--- src/rtl/inst_fetch_unit_pkg.sv ---
// Shared widths, FSM encoding and fetch-buffer entry type for the instruction fetch unit.
package inst_fetch_unit_pkg;

  localparam int PC_W       = 32;
  localparam int INSTR_W    = 32;
  localparam int WORD_SHIFT = 2;

  typedef enum logic {
    FETCH = 1'b0,
    HALT  = 1'b1
  } fetch_state_e;

  typedef struct packed {
    logic [PC_W-1:0]    pc;
    logic [INSTR_W-1:0] instr;
  } fb_entry_t;

endpackage

--- src/rtl/inst_fetch_unit_if.sv ---
// Bus bundle between the fetch unit, instruction memory, execute (redirect) and decode.
interface inst_fetch_unit_if;
  import inst_fetch_unit_pkg::*;

  logic [PC_W-1:0]    imem_pc;
  logic [INSTR_W-1:0] imem_instr;
  logic               redirect_valid;
  logic [PC_W-1:0]    redirect_target;
  logic               id_valid;
  logic               id_ready;
  logic [INSTR_W-1:0] id_instr;
  logic [PC_W-1:0]    id_pc;
  logic [PC_W-1:0]    id_pc_plus4;
  logic               halted;
  logic               fault;

  modport master (
    output imem_pc,
    input  imem_instr,
    input  redirect_valid,
    input  redirect_target,
    output id_valid,
    input  id_ready,
    output id_instr,
    output id_pc,
    output id_pc_plus4,
    output halted,
    output fault
  );

  modport slave (
    input  imem_pc,
    output imem_instr,
    output redirect_valid,
    output redirect_target,
    input  id_valid,
    output id_ready,
    input  id_instr,
    input  id_pc,
    input  id_pc_plus4,
    input  halted,
    input  fault
  );

endinterface

--- src/rtl/fetch_fifo.sv ---
// Synchronous circular FIFO with extra-MSB pointers for full/empty and a synchronous flush.
module fetch_fifo #(
  parameter int DEPTH = 2,
  parameter int WIDTH = 64
) (
  input  logic             clk,
  input  logic             rst_n,
  input  logic             flush,
  input  logic             push,
  input  logic             pop,
  input  logic [WIDTH-1:0] wdata,
  output logic [WIDTH-1:0] rdata,
  output logic             full,
  output logic             empty
);

  localparam int AW = $clog2(DEPTH);

  logic [AW:0]      wr_ptr;
  logic [AW:0]      rd_ptr;
  logic [WIDTH-1:0] mem [DEPTH];

  // Flush wins over push/pop so a redirect leaves the buffer empty.
  always_ff @(posedge clk or negedge rst_n) begin
    if (!rst_n) begin
      wr_ptr <= '0;
      rd_ptr <= '0;
    end else if (flush) begin
      wr_ptr <= '0;
      rd_ptr <= '0;
    end else begin
      if (push) wr_ptr <= wr_ptr + (AW+1)'(1);
      if (pop)  rd_ptr <= rd_ptr + (AW+1)'(1);
    end
  end

  always_ff @(posedge clk) begin
    if (push && !flush) mem[wr_ptr[AW-1:0]] <= wdata;
  end

  assign empty = (wr_ptr == rd_ptr);
  assign full  = (wr_ptr[AW] != rd_ptr[AW]) && (wr_ptr[AW-1:0] == rd_ptr[AW-1:0]);
  assign rdata = mem[rd_ptr[AW-1:0]];

endmodule

--- src/rtl/inst_fetch_unit.sv ---
// Instruction fetch unit: owns the PC, buffers {pc, instr} pairs and hands them to decode.
// Optional misaligned-redirect trap is enabled with the FETCH_ALIGN_CHECK_EN macro.
module inst_fetch_unit
  import inst_fetch_unit_pkg::*;
#(
  parameter logic [31:0] RESET_PC   = 32'h0000_0000,
  parameter int          IMEM_WORDS = 16,
  parameter int          FB_DEPTH   = 2
) (
  input logic                clk,
  input logic                rst_n,
  inst_fetch_unit_if.master  bus
);

  localparam logic [PC_W-1:0] IMEM_LIMIT = PC_W'(IMEM_WORDS);

  fetch_state_e    state, state_nx;
  logic [PC_W-1:0] pc, pc_nx, target;
  fb_entry_t       head, wentry;
  logic            push, pop, flush, full, empty, can_enq, in_range, misaligned;

`ifdef FETCH_ALIGN_CHECK_EN
  logic fault_q;

  assign target     = bus.redirect_target;
  assign misaligned = |bus.redirect_target[1:0];

  always_ff @(posedge clk or negedge rst_n) begin
    if (!rst_n)                               fault_q <= 1'b0;
    else if (bus.redirect_valid && misaligned) fault_q <= 1'b1;
  end

  assign bus.fault = fault_q;
`else
  assign target     = bus.redirect_target & ~32'h3;
  assign misaligned = 1'b0;
  assign bus.fault  = 1'b0;
`endif

  assign pop      = !empty && bus.id_ready;
  assign can_enq  = !full || pop;
  assign in_range = (pc >> WORD_SHIFT) < IMEM_LIMIT;
  assign wentry   = '{pc: pc, instr: bus.imem_instr};

  always_ff @(posedge clk or negedge rst_n) begin
    if (!rst_n) begin
      state <= FETCH;
      pc    <= RESET_PC;
    end else begin
      state <= state_nx;
      pc    <= pc_nx;
    end
  end

  // Redirect overrides everything; a misaligned target is loaded but parked in HALT.
  always_comb begin
    state_nx = state;
    pc_nx    = pc;
    push     = 1'b0;
    flush    = 1'b0;
    if (bus.redirect_valid) begin
      flush    = 1'b1;
      pc_nx    = target;
      state_nx = misaligned ? HALT : FETCH;
    end else begin
      case (state)
        FETCH: begin
          if (can_enq) begin
            if (!in_range) begin
              state_nx = HALT;
            end else begin
              push  = 1'b1;
              pc_nx = pc + 32'd4;
            end
          end
        end
        HALT:    ;
        default: state_nx = FETCH;
      endcase
    end
  end

  fetch_fifo #(
    .DEPTH (FB_DEPTH),
    .WIDTH ($bits(fb_entry_t))
  ) u_fifo (
    .clk   (clk),
    .rst_n (rst_n),
    .flush (flush),
    .push  (push),
    .pop   (pop),
    .wdata (wentry),
    .rdata (head),
    .full  (full),
    .empty (empty)
  );

  // Outputs read zero while the buffer is empty so reset values are well defined.
  assign bus.imem_pc     = pc;
  assign bus.id_valid    = !empty;
  assign bus.id_pc       = empty ? '0 : head.pc;
  assign bus.id_instr    = empty ? '0 : head.instr;
  assign bus.id_pc_plus4 = bus.id_pc + 32'd4;
  assign bus.halted      = (state == HALT);

endmodule

--- src/flat_wrapper.sv ---
// flat-port wrapper written by rule: the top's interface ports become plain ports
module inst_fetch_unit_flat import inst_fetch_unit_pkg::*;
#(
  parameter logic [31:0] RESET_PC   = 32'h0000_0000,
  parameter int          IMEM_WORDS = 16,
  parameter int          FB_DEPTH   = 2
)
  (clk, rst_n, bus_imem_pc, bus_imem_instr, bus_redirect_valid, bus_redirect_target, bus_id_valid, bus_id_ready, bus_id_instr, bus_id_pc, bus_id_pc_plus4, bus_halted, bus_fault);
  inst_fetch_unit_if bus_i ();
  input logic clk;
  input logic rst_n;
  output wire logic [$bits(bus_i.imem_pc)-1:0] bus_imem_pc;
  input wire logic [$bits(bus_i.imem_instr)-1:0] bus_imem_instr;
  input wire logic [$bits(bus_i.redirect_valid)-1:0] bus_redirect_valid;
  input wire logic [$bits(bus_i.redirect_target)-1:0] bus_redirect_target;
  output wire logic [$bits(bus_i.id_valid)-1:0] bus_id_valid;
  input wire logic [$bits(bus_i.id_ready)-1:0] bus_id_ready;
  output wire logic [$bits(bus_i.id_instr)-1:0] bus_id_instr;
  output wire logic [$bits(bus_i.id_pc)-1:0] bus_id_pc;
  output wire logic [$bits(bus_i.id_pc_plus4)-1:0] bus_id_pc_plus4;
  output wire logic [$bits(bus_i.halted)-1:0] bus_halted;
  output wire logic [$bits(bus_i.fault)-1:0] bus_fault;
  assign bus_imem_pc = bus_i.imem_pc;
  assign bus_i.imem_instr = bus_imem_instr;
  assign bus_i.redirect_valid = bus_redirect_valid;
  assign bus_i.redirect_target = bus_redirect_target;
  assign bus_id_valid = bus_i.id_valid;
  assign bus_i.id_ready = bus_id_ready;
  assign bus_id_instr = bus_i.id_instr;
  assign bus_id_pc = bus_i.id_pc;
  assign bus_id_pc_plus4 = bus_i.id_pc_plus4;
  assign bus_halted = bus_i.halted;
  assign bus_fault = bus_i.fault;
  inst_fetch_unit #(.RESET_PC(RESET_PC), .IMEM_WORDS(IMEM_WORDS), .FB_DEPTH(FB_DEPTH)) u_core (.clk(clk), .rst_n(rst_n), .bus(bus_i));
endmodule
--- config.mk ---
export PLATFORM = sky130hd
export DESIGN_NAME = inst_fetch_unit_flat
export DESIGN_NICKNAME = d
export VERILOG_FILES = /design/src/rtl/inst_fetch_unit_pkg.sv /design/src/rtl/inst_fetch_unit_if.sv /design/src/rtl/fetch_fifo.sv /design/src/rtl/inst_fetch_unit.sv /design/src/flat_wrapper.sv
export SDC_FILE = /design/constraint.sdc
export NUM_CORES = 1
export LEC_CHECK = 0
export CAP_MARGIN = 15
export CORE_UTILIZATION = 48
export CTS_CLUSTER_SIZE = 40
export DETAILED_ROUTE_END_ITERATION = 16
export PLACE_DENSITY = 0.79
export SKIP_CTS_REPAIR_TIMING = 1
export SLEW_MARGIN = 25
export SYNTH_ARGS = -nofsm -noshare
export SYNTH_HDL_FRONTEND = slang
export SYNTH_SLANG_ARGS = --single-unit
--- constraint.sdc ---
create_clock -name clk -period 8.3 [get_ports clk]
set_clock_uncertainty 0.1 [all_clocks]
set_input_delay 1.66 -clock clk [delete_from_list [all_inputs] [get_ports clk]]
set_output_delay 1.66 -clock clk [all_outputs]
set_load 0.05 [all_outputs]
== Word level (Yosys, flattened, before mapping) ==
Memories as Yosys holds them, arrays and structs flattened.
Index checks and enable logic that the tools add are counted.

* Register bits: 37
* Memory bits (writable): 128
* Input bits: 68
* Memories: 1

* Add/subtract/negate cells: 4
* Order comparisons: 1
* Eq/ne operators: 4
* Mux-type cells: 21
* Reduce and logical (&&, ||, !) cells: 12

{| class="wikitable"
|+ Memories
! memory !! depth !! bits a word !! read ports !! clocked after memory_dff !! write ports !! RTL line !! RTL
|-
| u_core.u_fifo.mem || 2 || 64 || 1 || 0 || 1 || fetch_fifo.sv:21 || <nowiki>logic [WIDTH-1:0] mem [DEPTH];</nowiki>
|}

{| class="wikitable"
|+ Operator list
! cell !! number
|-
| 32-bit 2-to-1 mux || 6
|-
| 32-bit by 3-bit adder with 32-bit output (second input constant) || 2
|-
| 30-bit by 5-bit less-than comparator with 1-bit output (second input constant) || 1
|-
| 1-bit 2-to-1 mux || 11
|-
| 2-bit 2-to-1 mux || 4
|-
| 2-bit nonzero test || 4
|-
| 2-bit by 1-bit adder with 2-bit output (second input constant) || 2
|-
| 1-bit logical AND || 3
|-
| 1-bit logical NOT || 3
|-
| 3-bit AND reduction || 1
|-
| 2-bit == test || 1
|-
| 2-bit != test (second input constant) || 1
|-
| 1-bit == test || 1
|-
| 1-bit logical OR || 1
|-
| 1-bit != test || 1
|}

== Depth between registers and ports, before layout ==
Gate-level depths: netlist of run 1.

* Depth in word-level cells: 10
* Mapped depth: 16
* Depth with buffers taken out: 10

== Modules after synthesis ==
A second synthesis of run 1 with hierarchy kept.

* Cell total of the unflattened synthesis: 498
* Area, all modules: 7370.8 sq um

{| class="wikitable"
|+ Modules (own cells, without submodules)
! module !! instances !! cells an instance !! area each (sq um) !! sequential area each (sq um)
|-
| fetch_fifo || 1 || 220 || 4911.0 || 3943.8
|-
| inst_fetch_unit || 1 || 278 || 2459.9 || 775.7
|}

== Least setup slack after synthesis of run 1 ==
Ideal clock, no wire load.

* Path type: input port to flip-flop
* From: in bus_redirect_valid
* To: mem u_core.u_fifo.mem[0][0] (enable)
* Library setup time: 558 ps
* Arrival: 6261 ps
* Data required time: 7642 ps
* Slack: 1381 ps
* Stages: 3
* Path buffers: 2
* Cell sequence: clkbuf_1 -> clkbuf_1 -> nor3_1

* Cells in the longest elaborated chain, start to end: 5

{| class="wikitable"
|+ Ends and longest elaborated chain
! element !! RTL line !! RTL
|-
| from (decl) || flat_wrapper.sv:14 || <nowiki>input wire logic [$bits(bus_i.redirect_valid)-1:0] bus_redirect_valid;</nowiki>
|-
| 1-bit 2-to-1 mux || inst_fetch_unit.sv:61 || <nowiki>if (bus.redirect_valid) begin</nowiki>
|-
| 1-bit logical NOT || fetch_fifo.sv:38 || <nowiki>if (push && !flush) mem[wr_ptr[AW-1:0]] <= wdata;</nowiki>
|-
| 1-bit logical AND (*) || fetch_fifo.sv:38 ||
|-
| 1-bit 2-to-1 mux (*) || fetch_fifo.sv:38 ||
|-
| 1-bit 2-to-1 mux (not written as such) (*) || fetch_fifo.sv:38 ||
|-
| to (decl) || fetch_fifo.sv:21 ||
|}

Every way passes the cells marked *; elsewhere a longest branch is shown, timed or not.

== Worst setup path in the final report of run 1 ==
* From: reg u_core.u_fifo.rd_ptr[0]
* To: out bus_id_pc_plus4[20]

* Cells in the longest elaborated chain, start to end: 3

{| class="wikitable"
|+ Ends and longest elaborated chain
! element !! RTL line !! RTL
|-
| from (decl) || fetch_fifo.sv:20 || <nowiki>logic [AW:0] rd_ptr;</nowiki>
|-
| from (signal assigned) || fetch_fifo.sv:33 || <nowiki>if (pop) rd_ptr <= rd_ptr + (AW+1)'(1);</nowiki>
|-
| memory read 2 x 64 bit / 2-bit == test (equally long branches) || n/a ||
|-
| 32-bit 2-to-1 mux (*) || inst_fetch_unit.sv:101 || <nowiki>assign bus.id_pc = empty ? '0 : head.pc;</nowiki>
|-
| 32-bit by 3-bit adder with 32-bit output (*) || inst_fetch_unit.sv:103 || <nowiki>assign bus.id_pc_plus4 = bus.id_pc + 32'd4;</nowiki>
|-
| to (decl) || flat_wrapper.sv:20 || <nowiki>output wire logic [$bits(bus_i.id_pc_plus4)-1:0] bus_id_pc_plus4;</nowiki>
|}

Marks and branches as above.

==> flow_summary.json, run 1 <==
{
  "worstPathMaxFanout": 74,
  "grt_overflow_total": 0,
  "root_buffer": "clkbuf_16",
  "avgSynthCellArea_um2": 13.16,
  "syn2layout_area_growth_pct": 37.74,
  "switching_share_pct": 22.44,
  "cts_max_level": 4,
  "synthFlopType": "edfxtp_1",
  "ant_nets": 0,
  "status": "finished clean",
  "critPathBufInv": 1,
  "critPathRequiredTime_ps": 6540,
  "maxCapViolations": 0,
  "fin_crit_sh_pct": 77.85,
  "cp_slowest_stage_delay_ps": 1020,
  "seqPwrFrac_pct": 48.4,
  "crit_family": "simple AND/OR/NAND/NOR gates",
  "final-setup-viol-count": 0,
  "slowest_stage": "dfrtp_4",
  "finalHoldViolCount": 0,
  "grt_usage_pct": 22.31,
  "power_frac_clock_pct": 43.7,
  "place.gp.congestion": 0.8357,
  "chipHeight_um": 123.8,
  "port_buffers": 189,
  "period_needed_ps": 6461,
  "vias": 5020,
  "layout-drive-gt1-share_pct": 11.04,
  "fin_tns_setup_ps": 0,
  "crit_chain": "xor2_1, nor2_4, nor2_1, ha_1, nand2b_1, a21oi_1, and4bb_1, or4b_1, xnor2_1, clkdlybuf4s50_1",
  "netlist_area_um2": 7122,
  "antenna_found_initial": 0,
  "grt_pass1_vias": 4938,
  "routedWlPerCell_um": 18.16,
  "synth_edf_count": 124,
  "cp-end-kind": "output port",
  "power.density_nw_per_um2": 190.3,
  "synth_warnings": 0,
  "drtIter0Drc": 387,
  "die_w_um": 123.8,
  "start_util_pct": 49.19,
  "arrival_ps": 4700,
  "num_io_pins": 199,
  "r2r_cells": 6,
  "cts_buffers": 17,
  "slew_headroom_pct": 39.87,
  "via_per_inst": 5.415,
  "cp-startpoint": "u_core.u_fifo.rd_ptr[0]",
  "rows": 44,
  "clkSinkCount": 159,
  "setup.worst_path.end": "bus_id_pc_plus4[20]",
  "power_leakage_nw": 3.379,
  "cp.depth": 10,
  "combPwrFrac_pct": 8.0,
  "intPower_mw": 1.448,
  "start_kind": "flip-flop",
  "coreArea_um2": 14480,
  "synth.distinct_cells": 47,
  "insertion_delay_ps": 420,
  "slew_viol_final": 0,
  "whs_ps": 429.8,
  "synth_seq_cells": 159,
  "clock_path_buffers": 2,
  "ys_seq_area_share_pct": 64.58,
  "drc": 0,
  "r2r_start": "u_core.u_fifo.rd_ptr[0]",
  "vdd_ir_drop_max_mv": 0.1539,
  "nets": 800,
  "critPathKind": "flip-flop to output port",
  "synthCells": 541,
  "max_freq_mhz": 154.8,
  "ys_async_sr_fraction_pct": 22.01,
  "wl_mm": 16.83,
  "path_clk_slew_ps": 60,
  "dr.pass1.iters": 5,
  "dp_hpwl_mm": 11.76,
  "hold_path.class": "flip-flop to flip-flop",
  "grt_pass1_wl_mm": 25.31,
  "r2r_slack_ps": 5140,
  "min_from": "u_core.bus.imem_pc[26]",
  "cts_tree": "done",
  "grt_start_max_net_pins": 75,
  "design.die.area_um2": 15330,
  "diodes": 0,
  "p_switching_uw": 419.0,
  "worstMarginPinSlew_ps": 902.0,
  "r2r-end": "u_core.bus.imem_pc[5]",
  "rsz0062_at_grt": "false",
  "num-fill-cells": 1055
}
## per-stage QoR
step	utilization [%]	power [mW]	setup WS [ps]	cell area, µm²	std cells
2_1_floorplan	-	0.9923	1381	7144	547
3_3_place_gp	63.26	1.063	2410	9159	895
3_5_place_dp	63.26	1.068	2321	9159	895
4_1_cts	67.67	1.879	1831	9798	927
5_1_grt	67.75	1.921	1653	9809	927
6_report	67.75	1.867	1839	9809	927
## flip-flops by register name, summed over array words and instances (netlist names)
signal	flops
u_core.u_fifo.mem	124
u_core.bus.imem_pc	30
u_core.u_fifo.rd_ptr	2
u_core.u_fifo.wr_ptr	2
u_core.bus.halted	1
## cell type report
cell class | instances | area [µm²] | area share (%)
flip-flops and latches | 159 | 4603 | 46.93
multi-input cells | 344 | 2357 | 24.03
repair buffers | 196 | 1934 | 19.72
clock buffers | 22 | 516.7 | 5.268
well taps | 184 | 230.2 | 2.347
clock inverters | 10 | 122.6 | 1.250
inverters | 12 | 45.04 | 0.4592
## cell usage in the layout (no fill, tap or decap), types with 5 or more instances in the layout
master and count:
a21oi_1 19, a32oi_1 7, buf_4 7, clkbuf_16 19, clkdlybuf4s50_1 187, clkinv_4 5
conb_1 7, dfrtp_1 34, edfxtp_1 124, inv_1 12, mux2_2 28, mux2i_1 43
nand2_1 29, nand2b_1 9, nand3_1 9, nand4_1 8, nor2_1 71, nor2b_1 11
nor3_1 6, nor4_1 7, o21ai_0 10, xnor2_1 23, xor2_1 11
## cells in the mapped netlist (2+ instances only)
master	n	area share, %
nor4_2	2	0.35
or2_2	3	0.26
nor4_1	8	0.70
nor2b_1	11	0.97
nand4_1	8	0.70
xor2_1	11	1.4
a21boi_0	2	0.21
a31oi_1	2	0.18
buf_4	11	1.2
a32oi_1	7	0.86
clkbuf_1	13	0.69
o22ai_1	3	0.26
o21ai_0	10	0.70
nand2b_1	9	0.79
nand2_1	29	1.5
dfrtp_1	35	12
nand3_1	9	0.63
inv_1	12	0.63
a21oi_1	19	1.3
xnor2_1	23	2.8
edfxtp_1	124	52
nor2_1	72	3.8
o211ai_1	4	0.42
buf_2	8	0.56
and2_1	4	0.35
a32o_1	3	0.42
mux2_2	28	4.4
ha_1	2	0.35
nor3_1	9	0.63
mux2i_1	43	6.0
## cell families (layout without fill, tap and decap cells)
family | count (synthesis) | in the layout | synth area share, %
mux | 71 | 71 | 10.47
other cells | 1 | 7 | 0.05266
flops | 159 | 159 | 64.58
buf+inv | 44 | 240 | 3.039
xor+xnor | 34 | 34 | 4.181
simple gates | 169 | 169 | 11.37
compound gates | 61 | 61 | 5.956
fa+ha+maj | 2 | 2 | 0.3513
## power groups by stage
stage | combinational [mW] | sequential, mW | clock (mW)
after floorplan | 0.0299 | 0.962 | 0
final | 0.149 | 0.903 | 0.815
after global placement | 0.146 | 0.917 | 0
after global routing | 0.156 | 0.905 | 0.859
after detailed placement | 0.149 | 0.918 | 0
after CTS | 0.150 | 0.903 | 0.827
## routing by layer
metal,share of wire [%],vias to the layer above,track usage (%)
li1,-,2350,-
met1,40,2451,26.97
met2,52,196,39.31
met3,6.0,23,3.984
met4,1.5,0,8.961
met5,0,-,0
## how the worst min path moves through the flow
| stage | to | slack [ps] | depth (start not counted) |
|---|---|---|---|
| detailed placement | u_core.u_fifo.mem[0][51] | 420 | 0 |
| global placement | u_core.u_fifo.mem[0][39] | 420 | 0 |
| floorplan | u_core.u_fifo.rd_ptr[1] | 460 | 2 |
| CTS | u_core.u_fifo.mem[1][58] | 440 | 0 |
| finish | u_core.u_fifo.mem[1][58] | 430 | 0 |
| global route | u_core.u_fifo.mem[1][58] | 460 | 0 |
Note: power is estimated with default switching activity, not from simulation.
==> inputs of run 2 (changes only) <==
==> constraint.sdc (replaced) <==
create_clock -name clk -period 6.24 [get_ports clk]
set_clock_uncertainty 0.1 [all_clocks]
set_input_delay 1.248 -clock clk [delete_from_list [all_inputs] [get_ports clk]]
set_output_delay 1.248 -clock clk [all_outputs]
set_load 0.05 [all_outputs]
==> run 2 against run 1 <==
Utilization decreased by 0.35 points. Setup slack worse by 1400 ps. First-iteration DRC count is 2.3% higher. Sequential power is 33% higher. Flip-flop and latch count unchanged. Wire length down 0.70%. Largest power group unchanged.
==> flow_summary.json, run 2 (synthesis gave the netlist of run 1 again) <==
{
  "nets": 804,
  "worstMarginPinSlew_ps": 945.2,
  "via_per_inst": 5.411,
  "ant_nets": 0,
  "power.density_nw_per_um2": 243.9,
  "chipHeight_um": 123.8,
  "dr.pass1.iters": 5,
  "coreArea_um2": 14480,
  "clkSinkCount": 159,
  "cts_buffers": 17,
  "start_util_pct": 49.19,
  "slew_viol_final": 0,
  "largest_reg_flops": 124,
  "syn2layout_area_growth_pct": 37.03,
  "slew_headroom_pct": 36.41,
  "period_needed_ps": 5834,
  "routedWlPerCell_um": 17.95,
  "antenna_found_initial": 0,
  "insertion_delay_ps": 410,
  "arrival_ps": 4490,
  "r2r_cells": 7,
  "cp-end-kind": "output port",
  "power_leakage_nw": 3.357,
  "final_common_cell": "clkdlybuf4s50_1",
  "critPathKind": "flip-flop to output port",
  "whs_ps": 438.1,
  "grt_usage_pct": 22.57,
  "wl_mm": 16.72,
  "final-setup-viol-count": 0,
  "clock_path_buffers": 2,
  "min_from": "u_core.bus.imem_pc[8]",
  "place_inst": 899,
  "r2r-end": "u_core.bus.imem_pc[5]",
  "maxCapViolations": 0,
  "die_w_um": 123.8,
  "worstPathMaxFanout": 17,
  "hold_path.class": "flip-flop to flip-flop",
  "design.die.area_um2": 15330,
  "holdPathStages": 0,
  "start_kind": "flip-flop",
  "vdd_ir_drop_max_mv": 0.2577,
  "final_cells": 931,
  "dp_hpwl_mm": 11.80,
  "r2r_slack_ps": 3230,
  "place.gp.congestion": 0.8661,
  "num_io_pins": 199,
  "drc": 0,
  "diodes": 0,
  "root_buffer": "clkbuf_16",
  "dpl_worst_slack_ps": 896.7,
  "grt_overflow_total": 0,
  "fin_crit_sh_pct": 93.49,
  "cts_max_level": 4,
  "path_clk_slew_ps": 60,
  "vias": 5038,
  "min_to": "u_core.u_fifo.mem[1][40]",
  "critPathRequiredTime_ps": 4890,
  "drtIter0Drc": 396,
  "grt_pass1_wl_mm": 25.94,
  "fin_ws_ps": 406.0,
  "grt_start_max_net_pins": 53,
  "rows": 44,
  "max_freq_mhz": 171.4,
  "power_mw": 2.380,
  "final_cell_mix": "clkdlybuf4s50_1, edfxtp_1, nor2_1",
  "fin_tns_setup_ps": 0,
  "r2r_start": "u_core.u_fifo.wr_ptr[1]",
  "layout-drive-gt1-share_pct": 10.98,
  "status": "finished clean",
  "rsz0062_at_grt": "false",
  "cts_tree": "done",
  "port_buffers": 189,
  "finalHoldViolCount": 0,
  "grt_pass1_vias": 5100
}
## run 2: cell types whose count changed in the layout (fill, tap and decap cells not counted), sizes merged
| cell | change |
|---|---|
| buf | +4 |
| inv | -1 |
| clkinv | -2 |
| bufinv | -1 |
| clkinvlp | +4 |
## run 2: area by class of cell
| type | count | area [µm²] |
|---|---|---|
| fillers | 1045 | 4720 |
| well taps | 184 | 230.2 |
| clock inverters | 10 | 85.08 |
| repair buffers | 200 | 1964 |
| flip-flops and latches | 159 | 4603 |
| clock buffers | 22 | 485.5 |
| inverters | 12 | 45.04 |
| multi-input cells | 344 | 2346 |
## run 2: stage by stage
stage	utilization (%)	instance area, µm²
6_report	67.40	9759
5_1_grt	67.40	9759
4_1_cts	67.40	9759
3_5_place_dp	63.46	9189
3_3_place_gp	63.46	9189
2_1_floorplan	-	7144
## run 2: worst max-delay path by stage
stage                              end  depth (start not counted)  slack, ps               startpoint
3_5_place_dp       bus_id_pc_plus4[19]                          7        900  u_core.u_fifo.wr_ptr[0]
3_3_place_gp       bus_id_pc_plus4[19]                          7       1020  u_core.u_fifo.wr_ptr[0]
6_report           bus_id_pc_plus4[19]                          7        410  u_core.u_fifo.wr_ptr[0]
4_1_cts            bus_id_pc_plus4[19]                          7        430  u_core.u_fifo.wr_ptr[0]
2_1_floorplan  u_core.u_fifo.mem[0][0]                          3       -270       bus_redirect_valid
5_1_grt            bus_id_pc_plus4[19]                          7         40  u_core.u_fifo.wr_ptr[0]
## run 2: per-layer routing
| metal | share of wire, % | global-route usage (%) | up-vias | wire length (µm) |
|---|---|---|---|---|
| li1 | - | - | 2359 | - |
| met1 | 40 | 27.37 | 2423 | 6679 |
| met2 | 50 | 37.88 | 215 | 8420 |
| met3 | 6.3 | 5.449 | 41 | 1055 |
| met4 | 3.4 | 10.62 | 0 | 561 |
| met5 | 0 | 0 | - | 0 |
## run 2: critical path: stages (launching register included)
cell and delay [ps]:
dfrtp_1 730, inv_1 440, a2111oi_4 420, o22ai_1 180, nor4_1 740, o2111ai_1 410
xnor2_1 300, clkdlybuf4s50_1 840
## run 2: power breakdown
part	switching (mW)	internal, mW
clock network	0.392	0.590
logic	0.112	0.0851
registers	0.0318	1.17
